## src/rtl/timer_arb_if.sv

```systemverilog
// Request/grant bundle between the requesters and the shared-timebase arbiter.
interface timer_arb_if;
  logic [3:0]  req;
  logic [31:0] dly;
  logic [3:0]  gnt;
  logic [3:0]  done;
  logic        busy;
  logic        tick;

  // Requester side drives requests and delays, observes grant/completion.
  modport master (
    output req, dly,
    input  gnt, done, busy, tick
  );

  // Arbiter side.
  modport slave (
    input  req, dly,
    output gnt, done, busy, tick
  );
endinterface

```

## src/rtl/timer_arb.sv

```systemverilog
// Round-robin arbiter granting one of four requesters a prescaled timebase
// for a requested number of ticks, then pulsing done to that requester.
module timer_arb #(
  parameter int unsigned DIV = 25000000,
  parameter int unsigned CW  = 25
) (
  input  logic        ck,
  input  logic        rst,
  timer_arb_if.slave  bus
);

  localparam logic [CW-1:0] PMAX = CW'(DIV - 1);

  typedef enum logic [1:0] {
    IDLE = 2'd0,
    RUN  = 2'd1,
    DONE = 2'd2
  } state_t;

  state_t        state_q, state_d;
  logic [1:0]    win_q, win_d;
  logic [1:0]    last_q, last_d;
  logic [7:0]    rem_q, rem_d;
  logic [CW-1:0] pre_q, pre_d;
  logic [3:0]    gnt_q, gnt_d;
  logic [3:0]    done_q, done_d;
  logic          busy_q, busy_d;
  logic          tick_q, tick_d;

  logic [1:0]    sel;
  logic [1:0]    idx;
  logic          found;
  logic [7:0]    sel_dly;

  assign bus.gnt  = gnt_q;
  assign bus.done = done_q;
  assign bus.busy = busy_q;
  assign bus.tick = tick_q;

  // Round-robin pick: first active request after the last granted index.
  always_comb begin
    sel   = '0;
    idx   = '0;
    found = 1'b0;
    for (int i = 1; i <= 4; i++) begin
      idx = last_q + 2'(i);
      if (!found && bus.req[idx]) begin
        sel   = idx;
        found = 1'b1;
      end
    end
    sel_dly = bus.dly[{sel, 3'b000} +: 8];
  end

  // State and datapath registers, including the registered outputs.
  always_ff @(posedge ck or posedge rst) begin
    if (rst) begin
      state_q <= IDLE;
      win_q   <= '0;
      last_q  <= 2'd3;
      rem_q   <= '0;
      pre_q   <= '0;
      gnt_q   <= '0;
      done_q  <= '0;
      busy_q  <= 1'b0;
      tick_q  <= 1'b0;
    end else begin
      state_q <= state_d;
      win_q   <= win_d;
      last_q  <= last_d;
      rem_q   <= rem_d;
      pre_q   <= pre_d;
      gnt_q   <= gnt_d;
      done_q  <= done_d;
      busy_q  <= busy_d;
      tick_q  <= tick_d;
    end
  end

  // Next state: arbitration, prescaler/remaining-tick counting, abort.
  always_comb begin
    state_d = state_q;
    win_d   = win_q;
    last_d  = last_q;
    rem_d   = rem_q;
    pre_d   = pre_q;
    unique case (state_q)
      IDLE: begin
        pre_d = '0;
        if (found) begin
          win_d   = sel;
          rem_d   = sel_dly;
          state_d = (sel_dly != 8'd0) ? RUN : DONE;
        end
      end
      RUN: begin
        if (!bus.req[win_q]) begin
          // Requester withdrew: release the timebase without completion.
          state_d = IDLE;
          last_d  = win_q;
          pre_d   = '0;
        end else if (pre_q == PMAX) begin
          pre_d = '0;
          rem_d = rem_q - 8'd1;
          if (rem_q == 8'd1) begin
            state_d = DONE;
          end
        end else begin
          pre_d = pre_q + CW'(1);
        end
      end
      DONE: begin
        state_d = IDLE;
        last_d  = win_q;
      end
      default: begin
        state_d = IDLE;
      end
    endcase
  end

  // Output decode from the upcoming state so outputs register in step with it.
  always_comb begin
    gnt_d  = '0;
    done_d = '0;
    busy_d = (state_d != IDLE);
    tick_d = 1'b0;
    if (state_d == RUN) begin
      gnt_d  = 4'b0001 << win_d;
      tick_d = (pre_d == PMAX);
    end
    if (state_d == DONE) begin
      done_d = 4'b0001 << win_d;
    end
  end

endmodule

```

## src/flat_wrapper.sv

```systemverilog
// flat-port wrapper written by rule: the top's interface ports become plain ports
module timer_arb_flat 
#(
  parameter int unsigned DIV = 25000000,
  parameter int unsigned CW  = 25
)
  (ck, rst, bus_req, bus_dly, bus_gnt, bus_done, bus_busy, bus_tick);
  timer_arb_if bus_i ();
  input  logic ck;
  input  logic rst;
  input wire logic [$bits(bus_i.req)-1:0] bus_req;
  input wire logic [$bits(bus_i.dly)-1:0] bus_dly;
  output wire logic [$bits(bus_i.gnt)-1:0] bus_gnt;
  output wire logic [$bits(bus_i.done)-1:0] bus_done;
  output wire logic [$bits(bus_i.busy)-1:0] bus_busy;
  output wire logic [$bits(bus_i.tick)-1:0] bus_tick;
  assign bus_i.req = bus_req;
  assign bus_i.dly = bus_dly;
  assign bus_gnt = bus_i.gnt;
  assign bus_done = bus_i.done;
  assign bus_busy = bus_i.busy;
  assign bus_tick = bus_i.tick;
  timer_arb #(.DIV(DIV), .CW(CW)) u_core (.ck(ck), .rst(rst), .bus(bus_i));
endmodule
```

## config.mk

```make
export PLATFORM = sky130hd
export DESIGN_NAME = timer_arb_flat
export DESIGN_NICKNAME = d
export VERILOG_FILES = /design/src/rtl/timer_arb_if.sv /design/src/rtl/timer_arb.sv /design/src/flat_wrapper.sv
export SDC_FILE = /design/constraint.sdc
export NUM_CORES = 1
export LEC_CHECK = 0
export BUFFER_PORTS_ARGS = -buffer_cell sky130_fd_sc_hd__buf_2
export CAP_MARGIN = 25
export CORE_UTILIZATION = 61
export DETAILED_ROUTE_END_ITERATION = 7
export PLACE_DENSITY = 0.85
export SETUP_SLACK_MARGIN = 0.05
export SYNTH_ARGS = -nofsm -noshare
export SYNTH_HDL_FRONTEND = slang
export SYNTH_SLANG_ARGS = --single-unit
```

## constraint.sdc

```tcl
create_clock -name ck -period 4.85 [get_ports ck]
set_input_delay 0.7275 -clock ck [delete_from_list [all_inputs] [get_ports ck]]
set_output_delay 0.7275 -clock ck [all_outputs]
set_load 0.02 [all_outputs]
```

* Word level (Yosys, flattened, before mapping)
Index checks and enable logic that the tools add are counted.
** Word-level totals
- Input bits :: 38
- Output and inout port bits :: 10
- Bits in registers :: 49
- Logic and storage cells :: 83
** Operators by class
- Reduce and logical (&&, ||, !) cells :: 13
- Equal/unequal tests :: 11
- Shift-type cells :: 2
- Muxes and demuxes :: 38
- $lt $le $gt $ge :: 5
- Add/sub/neg operators :: 5
** Operators with widths (number)
- 25-bit equality test (second input constant) :: 2
- 25-bit two-way mux :: 2
- 25-bit case mux with 2 select lines :: 1
- 32-bit by 6-bit variable part select with 8-bit output :: 1
- 25-bit by 1-bit adder with 25-bit output (second input constant) :: 1
- 2-bit two-way mux :: 12
- 8-bit two-way mux :: 3
- 8-bit case mux with 2 select lines :: 1
- 2-bit by 3-bit < comparator with 1-bit output (second input constant) :: 5
- 1-bit binary-select mux with 2-bit select :: 5
- 1-bit two-way mux :: 10
- 8-bit by 1-bit equality test with 1-bit output (second input constant) :: 1
- 4-bit two-way mux :: 2
- 2-bit case mux with 2 select lines :: 2
- 8-bit nonzero test :: 1
- 8-bit by 1-bit subtractor with 8-bit output (second input constant) :: 1
- 2-bit by 1-bit inequality test with 1-bit output (second input constant) :: 3
- 2-bit nonzero test :: 3
- 2-bit adder (second input constant) :: 2
- 2-bit by 1-bit equality test with 1-bit output (second input constant) :: 2
- 2-bit equality test (second input constant) :: 2
- 4-bit AND reduction :: 1
- 1-bit by 2-bit left shift with 4-bit output (first input constant) :: 1
- 1-bit logical AND :: 3
- 5 further kinds :: 7

* Longest topological paths before layout
Gate-level depths: netlist of run 1.
- Word-level depth :: 20
- Gate-level depth with buffers :: 9
- Depth with buffers taken out :: 8

* Worst setup path after synthesis of run 1
Ideal clock, no wire load.
- Path type :: input-to-reg
- Start point :: input bus_req[1]
- End point :: register u_core.tick_q, in the netlist u_core.bus.tick
- Slack :: 2324 ps
- Stages on the path :: 9
- Required time :: 4720 ps
- Arrival :: 2396 ps
- Buffers on the path :: 2
- Library setup time :: 130 ps
- Cell sequence :: a21o_1 > a31oi_1 > buf_2 > buf_2 > mux2i_1 > mux2i_1 > nor4_1 > a21o_1 > a211oi_1
** On the way
- Word-level cells in the longest chain between the ends :: 19
- Elaborated cells on any way between the ends :: 35
- Those cells by class :: eq/ne: 2; shift: 1; mux: 25; reduce/logical: 7
** Ends and longest elaborated chain
- start: declaration :: RTL line flat_wrapper.sv:11 : input wire logic [$bits(bus_i.req)-1:0] bus_req;
- 1-bit binary-select mux with 2-bit select :: RTL line timer_arb.sv:47 : if (!found && bus.req[idx]) begin
- 1-bit two-way mux (not written as such) :: RTL line timer_arb.sv:47
- 1-bit two-way mux :: RTL line timer_arb.sv:47
- 1-bit logical NOT :: RTL line timer_arb.sv:47
- 1-bit logical AND :: RTL line timer_arb.sv:47
- 1-bit two-way mux :: RTL line timer_arb.sv:47
- 1-bit logical NOT :: RTL line timer_arb.sv:47
- 1-bit logical AND :: RTL line timer_arb.sv:47
- [4 not listed]
- 32-bit by 6-bit variable part select with 8-bit output :: RTL line timer_arb.sv:52 : sel_dly = bus.dly[{sel, 3'b000} +: 8];
- 8-bit nonzero test :: RTL line timer_arb.sv:93 : state_d = (sel_dly != 8'd0) ? RUN : DONE;
- 2-bit two-way mux :: RTL line timer_arb.sv:93
- 2-bit two-way mux :: RTL line timer_arb.sv:90 : if (found) begin
- 2-bit case mux with 2 select lines :: RTL line timer_arb.sv:87 : unique case (state_q)
- 2-bit by 1-bit equality test with 1-bit output :: RTL line timer_arb.sv:128 : if (state_d == RUN) begin
- 1-bit two-way mux (*) :: RTL line timer_arb.sv:128
- net u_core.tick_d :: RTL line timer_arb.sv:28 : logic tick_q, tick_d;
- end signal: assignment :: RTL line timer_arb.sv:76 : tick_q <= tick_d;
- end: declaration :: RTL line timer_arb.sv:28
Mark *: on every way through the listed nets, which the timed path passes. The rest lies on a longest branch. The select of a mux whose other input is x is not followed.
A chain may end at the register's enable or synchronous reset.

* Worst setup path in the final report of run 1
- Start point :: register u_core.pre_q[1]
- End point :: register u_core.tick_q, in the netlist u_core.bus.tick
** On the way
- Word-level cells in the longest chain between the ends :: 6
- Elaborated cells on any way between the ends :: 11
- Those cells by class :: add/sub: 1; eq/ne: 3; mux: 7
** Ends and longest elaborated chain
- start: declaration :: RTL line timer_arb.sv:24 : logic [CW-1:0] pre_q, pre_d;
- start signal: assignment :: RTL line timer_arb.sv:72 : pre_q <= pre_d;
- 25-bit by 1-bit adder with 25-bit output or 25-bit equality test (tied branches) :: RTL line timer_arb.sv:109, timer_arb.sv:102
- 25-bit two-way mux or 2-bit two-way mux (tied branches) :: RTL line timer_arb.sv:102 : end else if (pre_q == PMAX) begin
- 25-bit two-way mux or 2-bit two-way mux (tied branches) :: RTL line timer_arb.sv:97 : if (!bus.req[win_q]) begin
- 25-bit case mux with 2 select lines or 2-bit case mux with 2 select lines (tied branches) :: RTL line timer_arb.sv:87
- 25-bit equality test or 2-bit by 1-bit equality test with 1-bit output (tied branches) :: RTL line timer_arb.sv:130, timer_arb.sv:128
- 1-bit two-way mux (*) :: RTL line timer_arb.sv:128
- net u_core.tick_d :: RTL line timer_arb.sv:28
Mark *: on every way through the listed nets, which the timed path passes. The rest lies on a longest branch.

==> summary.txt, run 1 <==
Worst hold path
  • Hold WC Path Type: primary input to asynchronous set/reset pin

Floorplanning
  • Core area: between 4000 and 5000 sq um
  • Top Ports: 48
  • Die W: slightly above 70 um
  • Die height: approximately 72 um
  • Row count: 25
  • Die footprint: between 5000 and 6000 sq um
  • Initial Util: 0.634

Worst setup path
  • Slowest cell on crit path: nor2_1
  • Reg2Reg Capture Point: u_core.bus.tick$_DFF_PP0_
  • CP peak stage delay: 540 ps
  • Setup crit start: u_core.pre_q[1]$_DFF_PP0_
  • Setup crit end kind: register
  • End of the critical path: u_core.bus.tick$_DFF_PP0_
  • CP max FO: 8
  • Most used cell, CP: nand4b_1
  • R2R setup slack: 1920 ps
  • Crit path kind: register to register
  • Top delay family on crit path: simple AND/OR/NAND/NOR gates
  • Worst EP arrival: between 3000 and 4000 ps
  • Required @ worst endpoint: 5070 ps
  • WP buf/inv: 0
  • Crit-path cells: ha_1 -> nand3b_1 -> nor2_1 -> xnor2_1 -> nand4b_1 -> nor4_1 -> nand4b_1 -> a211oi_1
  • WP depth: 8
  • R2r worst-path depth: 8
  • Startpoint types: register
  • R2r startpoint: u_core.pre_q[1]$_DFF_PP0_

Yosys
  • Synth warn: 0
  • Synthesized flop and latch total: 49
  • EDFF count, synth: 0
  • Synth area leaders: dfrtp_1, mux2i_1, nor2_1, a21oi_1, xnor2_1
  • Syn Std Cell Area: 3020 sq um
  • Leading area contributor after synthesis: dfrtp_1
  • Synth Instances: between 300 and 400
  • Distinct cell type count after synthesis: between 50 and 60
  • Mapped Nets: approximately 380
  • Post-synth top area share: 0.390
  • Avg Synthesized Cell Area: 9.03 sq um
  • FFs w/ async S/R, synth: 1.00
  • Post-synth top flop: dfrtp_1
  • Seq/Total Area, Yosys: 0.407

Finish
  • Footprint of the multi-input gates: between 1500 and 2000 sq um
  • N_diodes: 0
  • Sequential Area: roughly 1200 sq um
  • Fill cell count: approximately 350
  • Non-Filler Instances: 443
  • Nets: approximately 420
  • Layout cells sized above 1: 0.191
  • P&R area growth vs syn: 13.2%
  • Most frequent cells in the layout: buf_2, dfrtp_1, nor2_1, mux2i_1, nand2_1
  • Layout Cell Area excl Fill: ~3400 sq um
  • Final Util: 0.718

Route
  • Final WL: 7.10 mm
  • Antenna Violating Nets Remaining: 0
  • Via/cell ratio: between 6 and 7
  • DRC viols: 0
  • DRT iter0 DRCs: 292
  • TritonRoute pass-1 iters: 5
  • Via count: about 2700
  • WL per Instance: about 16 um

Clocking
  • Clock-pin slew on the worst setup and hold paths: approximately 110 ps
  • Clk buf depth: 2
  • CTS tree: done
  • Clock root buffer: clkbuf_8
  • Count of cells resized by post-cts repair: 0
  • Setup Fix Bufs, Post-CTS: 0
  • Clk sinks: between 40 and 50
  • H-tree depth: 2
  • CTS Buf Count: 5
  • # hold bufs at CTS: 0
  • Worst-skew pair later-pin latency: 320 ps

GRT
  • Initial antenna violation count: 0
  • Met1 Use GR: 0.418
  • Met3 Track Usage GR: 0.0542
  • Largest net degree at the start of global routing: 50
  • Met2 usage: 0.453
  • First-pass GRT wire length: 12.0 mm
  • Total GRT Usage: 0.295
  • GRT Max-Usage Layer: met2
  • Total grt overflow: 0
  • Vias in the first global route: around 2600

STA
  • Fmax: ~340 MHz
  • Setup WS post-layout: approximately 1900 ps
  • Final hold violation count: 0
  • Setup_tns: 0 ps
  • Hold WS: approximately 350 ps
  • Setup Viol. Count Final: 0
  • Period minus WS final: a little under 3000 ps
  • Rel. slew slack: 0.332
  • Final period util: 0.605
  • Worst Skew: 15.2 ps
  • Final slew viol count: 0
  • Slew of the pin with the lowest slew margin: 1000 ps
  • RSZ-0062 raised after global routing: no

Place
  • Pre-CTS WS: 1940 ps
  • Port-buffer cells: 47
  • Routability-driven placement congestion ratio: 0.850
  • Post-placement cell area: approximately 3300 sq um
  • HPWL Detailed: roughly 5 mm
  • Placed Instances: between 400 and 500

Run
  • Max-cap violations: 0

Power
  • Total chip power: 1.47 mW
  • Cell Pwr Density: roughly 430 nW/um^2
  • VDD IR max: between 0.0003 and 0.0004 V
  • Leak: between 1 and 1.5 nW

Status
  • Outcome: complete, no violations
[area by class of cell]
type / count / share of cell area
Clock buffer: 5 / 0.0202
Sequential cell: 49 / 0.360
Tap cell: 67 / 0.0246
Multi-Input combinational cell: 262 / 0.499
Timing Repair Buffer: 50 / 0.0803
Clock inverter: 3 / 0.00843
Inverter: 7 / 0.00770
[Yosys cell counts, types with 8 or more instances]
cell / n
nand4_1: 8
dfrtp_1: 47
xor2_1: 10
nor3_1: 13
nor2_1: 36
clkbuf_1: 12
xnor2_1: 12
nor4_1: 11
nand2_1: 24
o21ai_0: 16
nand3_1: 12
mux2i_1: 25
a21oi_1: 22
[how the worst min path moves through the flow]
stage / startpoint / endpoint / slack, ps / cells after the start
global placement: u_core.rem_q[7]$_DFFE_PP0P_ / u_core.rem_q[7]$_DFFE_PP0P_ / 500 / 2
finish: rst / u_core.pre_q[1]$_DFF_PP0_ / 350 / 2
CTS: u_core.pre_q[23]$_DFF_PP0_ / u_core.pre_q[23]$_DFF_PP0_ / 540 / 1
global route: rst / u_core.pre_q[1]$_DFF_PP0_ / 360 / 2
floorplan: u_core.rem_q[7]$_DFFE_PP0P_ / u_core.rem_q[7]$_DFFE_PP0P_ / 470 / 2
detailed placement: u_core.pre_q[23]$_DFF_PP0_ / u_core.pre_q[23]$_DFF_PP0_ / 520 / 1
[cell families after synthesis]
kind of cell / after synthesis / synth area share
simple gates: 141 / 0.248
compound gates: 67 / 0.137
flops: 49 / 0.407
mux: 29 / 0.102
buf+inv: 23 / 0.0303
xor+xnor: 22 / 0.0639
fa+ha+maj: 3 / 0.0124
[sequential cells by signal, indices dropped and copies added (netlist names)]
| signal | flops |
|---|---|
| u_core.state_q | 2 |
| u_core.rem_q | 8 |
| u_core.last_q | 2 |
| u_core.bus.tick | 1 |
| u_core.bus.busy | 1 |
| u_core.bus.gnt | 4 |
| u_core.win_q | 2 |
| u_core.pre_q | 25 |
| u_core.bus.done | 4 |
[routing by layer]
metal / vias up / wire length (um)
li1: 1305 / -
met1: 1323 / 3250
met2: 85 / 3370
met3: 18 / 345
met4: 0 / 135
met5: - / 0
[power breakdown]
group	leakage, nW	internal (mW)	switching (mW)	total (mW)
logic	0.768	0.248	0.384	0.632
registers	0.649	0.495	0.0773	0.572
clock network	0.0506	0.108	0.157	0.265
No activity file was read; power rests on OpenSTA's default activity.
==> inputs of run 2 (changes only) <==
- ABC_AREA: unset -> 1
- CORE_UTILIZATION: 61 -> 58
- PLACE_DENSITY: 0.85 -> 0.81
- clock period: 4.85 -> 2.7 ns (I/O delays scaled with it)
==> summary.txt, run 2 <==
Clocking
  • Clk sinks: 49
  • Clock-pin slew on the worst setup and hold paths: around 90 ps
  • Worst-skew pair later-pin latency: around 300 ps
  • Clk buf depth: 2
  • CTS Buf Count: 5
  • Clock root buffer: clkbuf_8
  • CTS tree: done
  • H-tree depth: 2

STA
  • Final slew viol count: 0
  • Slew of the pin with the lowest slew margin: 688 ps
  • Fmax: just over 400 MHz
  • Setup Viol. Count Final: 0
  • Hold WS: about 140 ps
  • Setup WS post-layout: ~250 ps
  • Final period util: 0.908
  • Rel. slew slack: 0.537
  • Final hold violation count: 0
  • RSZ-0062 raised after global routing: no
  • Setup_tns: 0 ps
  • Period minus WS final: 2450 ps
  • Worst Skew: between 10 and 15 ps

Yosys
  • Avg Synthesized Cell Area: just under 7 sq um
  • Syn Std Cell Area: approximately 3400 sq um
  • Mapped Nets: approximately 550
  • Largest family of logic cells by synthesized area: simple AND/OR/NAND/NOR gates
  • Post-synth top flop: dfrtp_1
  • Xor/xnor cell area share of the yosys netlist: 0.0282
  • Seq/Total Area, Yosys: 0.360
  • Synth Area in Adders: 0.0110
  • Synth warn: 0
  • FFs w/ async S/R, synth: 1.00
  • Distinct cell type count after synthesis: 37
  • Synth Area in Simple Gates: 0.427
  • Post-synth top area share: 0.344
  • Post-synth top cells: nand2_1, inv_1, nand3_1
  • Synth Instances: 508
  • Most numerous cell in the Yosys netlist: nand2_1
  • Synth area leaders: dfrtp_1, nand2_1, nand3_1, inv_1, nor2_1
  • Leading area contributor after synthesis: dfrtp_1
  • EDFF count, synth: 0
  • Multiplexer share of the synthesized area: 0
  • Synth Area in Compound Gates: 0.0715
  • Synthesized flop and latch total: between 40 and 50

Route
  • Via/cell ratio: ~5.6
  • TritonRoute pass-1 iters: 5
  • Via count: around 3600
  • WL per Instance: approximately 13 um
  • DRC viols: 0
  • Final WL: about 8.6 mm
  • Antenna Violating Nets Remaining: 0
  • DRT iter0 DRCs: around 370

Worst setup path
  • Crit path kind: register to register
  • R2R setup slack: approximately 250 ps
  • Required @ worst endpoint: 2860 ps
  • Setup crit end kind: register
  • CP max FO: 10
  • Worst EP arrival: 2620 ps
  • Startpoint types: register

Run
  • Max-cap violations: 0

GRT
  • Initial antenna violation count: 0
  • Total grt overflow: 0
  • Vias in the first global route: between 3000 and 4000
  • Largest net degree at the start of global routing: 27
  • Total GRT Usage: 0.295
  • First-pass GRT wire length: about 15 mm

Place
  • Port-buffer cells: between 40 and 50
  • HPWL Detailed: about 6.5 mm
  • Routability-driven placement congestion ratio: between 1 and 1.5
  • Pre-CTS WS: 208 ps

Floorplanning
  • Die W: 78.7 um
  • Initial Util: 0.613
  • Die footprint: a little over 6000 sq um
  • Top Ports: 48
  • Row count: 27
  • Core area: approximately 5600 sq um
  • Die height: approximately 79 um

Finish
  • P&R area growth vs syn: 14.3%
  • Commonest non-fill, non-tap cell in the layout: nand2_1
  • Top Registers: u_core.pre_q (25), u_core.rem_q (8)
  • Most frequent cells in the layout: nand2_1, inv_1, nand3_1, nor2_1
  • Final Util: 0.700
  • N_diodes: 0
  • Nets: slightly above 600
  • Most flops, register: u_core.pre_q
  • Layout cells sized above 1: 0.183
  • Max reg flops: 25

Worst hold path
  • Hold WC Path Type: primary input to asynchronous set/reset pin

Power
  • Leak: ~2.1 nW
  • Cell Pwr Density: about 1100 nW/um^2
  • VDD IR max: 0.00102 V

Status
  • Outcome: complete, no violations
[run 2: power by group]
| part | switching (mW) | internal (mW) | total [mW] |
|---|---|---|---|
| clock | 0.244 | 0.185 | 0.429 |
| combinational | 1.80 | 0.891 | 2.69 |
| sequential | 0.116 | 0.896 | 1.01 |
[run 2: kinds of logic (layout without fill, tap and decap cells)]
group	count (synthesis)	after routing
buf+inv	83	140
fa+ha+maj	3	3
xor+xnor	11	11
simple gates	317	319
flops	49	49
compound gates	45	45
[run 2: metrics by stage]
step | std cells | instance area [sq um] | total power [mW]
finish | 639 | 3900 | 4.13
floorplan | 508 | 3410 | 3.05
global route | 639 | 3900 | 4.51
CTS | 634 | 3820 | 3.93
global placement | 626 | 3730 | 3.44
detailed placement | 626 | 3730 | 3.50
[run 2: final timing paths]
check | from | to | depth (start not counted)
worst max-delay path | u_core.last_q[0]$_DFFE_PP1P_ | u_core.bus.gnt[1]$_DFF_PP0_ | 16
worst min-delay path | rst | u_core.pre_q[12]$_DFF_PP0_ | 2
worst max register to register | u_core.last_q[0]$_DFFE_PP1P_ | u_core.bus.gnt[1]$_DFF_PP0_ | 16
worst min register to register | u_core.rem_q[7]$_DFFE_PP0P_ | u_core.rem_q[7]$_DFFE_PP0P_ | 2
max in group asynchronous | rst | u_core.last_q[0]$_DFFE_PP1P_ | 3
min in group ck | bus_dly[19] | u_core.rem_q[3]$_DFFE_PP0P_ | 5
[run 2: critical path, cell delays in order, from the launching register on]
cell and delay (ps):
dfstp_2 580, buf_12 130, inv_8 40, nand2_1 70, nand2_1 70, nor2_1 190, nor2_2 120, nand3_4 180
nand3_4 140, nand2_1 90, nand3_1 60, nand2_1 110, nand2_1 90, nor2_2 140, nand2_1 80, nand2_2 130
a21oi_1 90
[run 2: cell type report]
| type | instances | area [sq um] |
|---|---|---|
| multi-input combinational | 378 | 1880 |
| clock buffer | 6 | 72.6 |
| clock inverter | 2 | 13.8 |
| fill | 481 | 1670 |
| timing repair buffer | 58 | 328 |
| sequential | 49 | 1230 |
| tap | 72 | 90.1 |
| inverter | 74 | 285 |
[run 2: timing repair]
| item | in CTS | in global routing |
|---|---|---|
| resized for setup | 0 | 5 |
| buffers inserted | 0 | 3 |
| hold buffers | 0 | 0 |
| endpoints found under the setup margin | 0 | 10 |
[run 2: layer usage]
metal	global-route usage	part of all wire	vias up
met2	0.462	0.45	180
li1	-	-	1757
met1	0.421	0.46	1642
met4	0.0815	0.015	0
met3	0.0494	0.077	15
met5	0	0	-
==> inputs of run 3 (changes only) <==
- CORE_MARGIN: unset -> 5
==> summary.txt, run 3 (synthesized netlist as in run 2, its figures left out) <==
Power
  • Clk pwr share: 0.109
  • Comb pwr share: 0.643
  • Reg power frac: 0.249
  • P_sw: about 2.1 mW
  • Internal power: roughly 1.9 mW
  • Cell Pwr Density: 1060 nW/um^2
  • Leak: 2.06 nW
  • Sw Share: 0.526
  • VDD IR max: about 0.0011 V

Clocking
  • Worst-skew pair later-pin latency: about 310 ps
  • Clock root buffer: clkbuf_8
  • Clk sinks: slightly below 50
  • Clock-pin slew on the worst setup and hold paths: 100 ps
  • H-tree depth: 2
  • CTS tree: done
  • CTS Buf Count: 5
  • Clk buf depth: 2

Worst setup path
  • R2r worst-path depth: 18
  • Worst EP arrival: ~2600 ps
  • Reg2Reg Capture Point: u_core.bus.gnt[3]$_DFF_PP0_
  • Crit path kind: register to register
  • CP max FO: 10
  • R2r startpoint: u_core.last_q[0]$_DFFE_PP1P_
  • R2R setup slack: approximately 260 ps
  • Required @ worst endpoint: between 2000 and 3000 ps
  • Setup crit end kind: register
  • Startpoint types: register

Route
  • DRC viols: 0
  • DRT iter0 DRCs: between 300 and 400
  • Antenna Violating Nets Remaining: 0
  • TritonRoute pass-1 iters: 5
  • Final WL: roughly 9 mm
  • Via/cell ratio: approximately 5.5
  • Via count: between 3000 and 4000
  • WL per Instance: ~14 um

Finish
  • Sequential Area: ~1200 sq um
  • Layout cells sized above 1: 0.177
  • Nets: between 600 and 700
  • Max reg flops: 25
  • N_diodes: 0
  • Commonest non-fill, non-tap cell in the layout: nand2_1
  • Fill cell count: ~540
  • Footprint of the multi-input gates: ~1900 sq um
  • Top Registers: u_core.pre_q (25), u_core.rem_q (8)
  • Layout Cell Area excl Fill: roughly 3900 sq um
  • Most frequent cells in the layout: nand2_1, inv_1, nand3_1, nor2_1
  • P&R area growth vs syn: 13.3%
  • Most flops, register: u_core.pre_q

STA
  • Period minus WS final: roughly 2400 ps
  • Slew of the pin with the lowest slew margin: 725 ps
  • Rel. slew slack: 0.511
  • Setup_tns: 0 ps
  • Final slew viol count: 0
  • Final period util: 0.905
  • Final hold violation count: 0
  • Worst Skew: 8.91 ps
  • Setup WS post-layout: between 200 and 300 ps
  • Setup Viol. Count Final: 0
  • Fmax: 409 MHz
  • RSZ-0062 raised after global routing: no
  • Hold WS: just under 100 ps

Floorplanning
  • Die height: a little under 90 um
  • Core area: 5820 sq um
  • Top Ports: 48
  • Die W: ~87 um
  • Die footprint: between 7000 and 8000 sq um
  • Row count: 28
  • Initial Util: 0.587

Worst hold path
  • Hold WC Path Type: primary input to asynchronous set/reset pin

Place
  • HPWL Detailed: between 6 and 7 mm
  • Port-buffer cells: 47
  • Pre-CTS WS: between 200 and 300 ps
  • Routability-driven placement congestion ratio: around 0.95
  • Post-placement cell area: about 3700 sq um

GRT
  • Initial antenna violation count: 0
  • Vias in the first global route: 3182
  • Largest net degree at the start of global routing: 31
  • First-pass GRT wire length: 14.4 mm
  • Total grt overflow: 0
  • Total GRT Usage: 0.240

Run
  • Max-cap violations: 0

Status
  • Outcome: complete, no violations
run 3: changes by cell type in the layout (fill, tap and decap cells not counted), sizes merged:
cell and change:
buf -2, clkinv +2, clkbuf -1, inv -1
nand3 -1
run 3: critical path, stage by stage (launching register included):
cell and delay [ps]:
dfstp_2 580, buf_12 120, inv_8 40, nand2_1 70, nand2_1 70, nand2_1 60, nand2_1 90, nand4_1 90
nand2_1 80, inv_1 70, nand2_2 130, inv_2 190, nand3_1 100, nand2_1 110, nand2_1 80, nor2_2 140
nand2_1 80, nand2_2 120, a21oi_1 80
run 3: area by class of cell:
type                            count  area share
Tap cell                           75      0.0242
Sequential cell                    49       0.317
Clock buffer                        5      0.0178
Multi-Input combinational cell    377       0.480
Inverter                           74      0.0737
Timing Repair Buffer               56      0.0808
Clock inverter                      3     0.00582
run 3: through the flow:
stage | instances | power [mW] | util
6_report | 639 | 4.09 | 0.665
5_1_grt | 639 | 4.42 | 0.665
4_1_cts | 636 | 3.96 | 0.657
3_5_place_dp | 628 | 3.51 | 0.642
3_3_place_gp | 628 | 3.43 | 0.642
2_1_floorplan | 508 | 3.05 | -
run 3: per-layer routing:
layer  vias to the layer above  wire, um  global-route usage
met5                         -         0                   0
met4                         0       175              0.0921
met3                        15       468              0.0342
met2                       126      4090               0.371
met1                      1601      4070               0.342
li1                       1749         -                   -
run 3: repair_timing:
| action | CTS | global route |
|---|---|---|
| setup endpoints to repair | 0 | 10 |
| gates resized for setup | 0 | 2 |
| setup buffers | 0 | 2 |
| hold buffers | 0 | 0 |
| hold endpoints to repair | 0 | 0 |
run 3: worst max path at each step:
stage / startpoint / endpoint / slack (ps) / cells past startpoint
2_1_floorplan: u_core.last_q[0]$_DFFE_PP1P_ / u_core.bus.gnt[0]$_DFF_PP0_ / 590 / 19
3_3_place_gp: u_core.last_q[0]$_DFFE_PP1P_ / u_core.bus.gnt[1]$_DFF_PP0_ / 360 / 15
3_5_place_dp: u_core.last_q[0]$_DFFE_PP1P_ / u_core.bus.gnt[3]$_DFF_PP0_ / 260 / 15
4_1_cts: u_core.last_q[0]$_DFFE_PP1P_ / u_core.bus.gnt[3]$_DFF_PP0_ / 250 / 15
5_1_grt: u_core.last_q[0]$_DFFE_PP1P_ / u_core.bus.gnt[2]$_DFF_PP0_ / 40 / 16
6_report: u_core.last_q[0]$_DFFE_PP1P_ / u_core.bus.gnt[3]$_DFF_PP0_ / 260 / 18
run 3: power by group through the flow:
stage / clock network, mW / logic [mW] / registers (mW)
finish: 0.444 / 2.63 / 1.02
global route: 0.484 / 2.90 / 1.04
CTS: 0.457 / 2.46 / 1.03
detailed placement: 0 / 2.46 / 1.05
global placement: 0 / 2.38 / 1.04
floorplan: 0 / 2.02 / 1.03
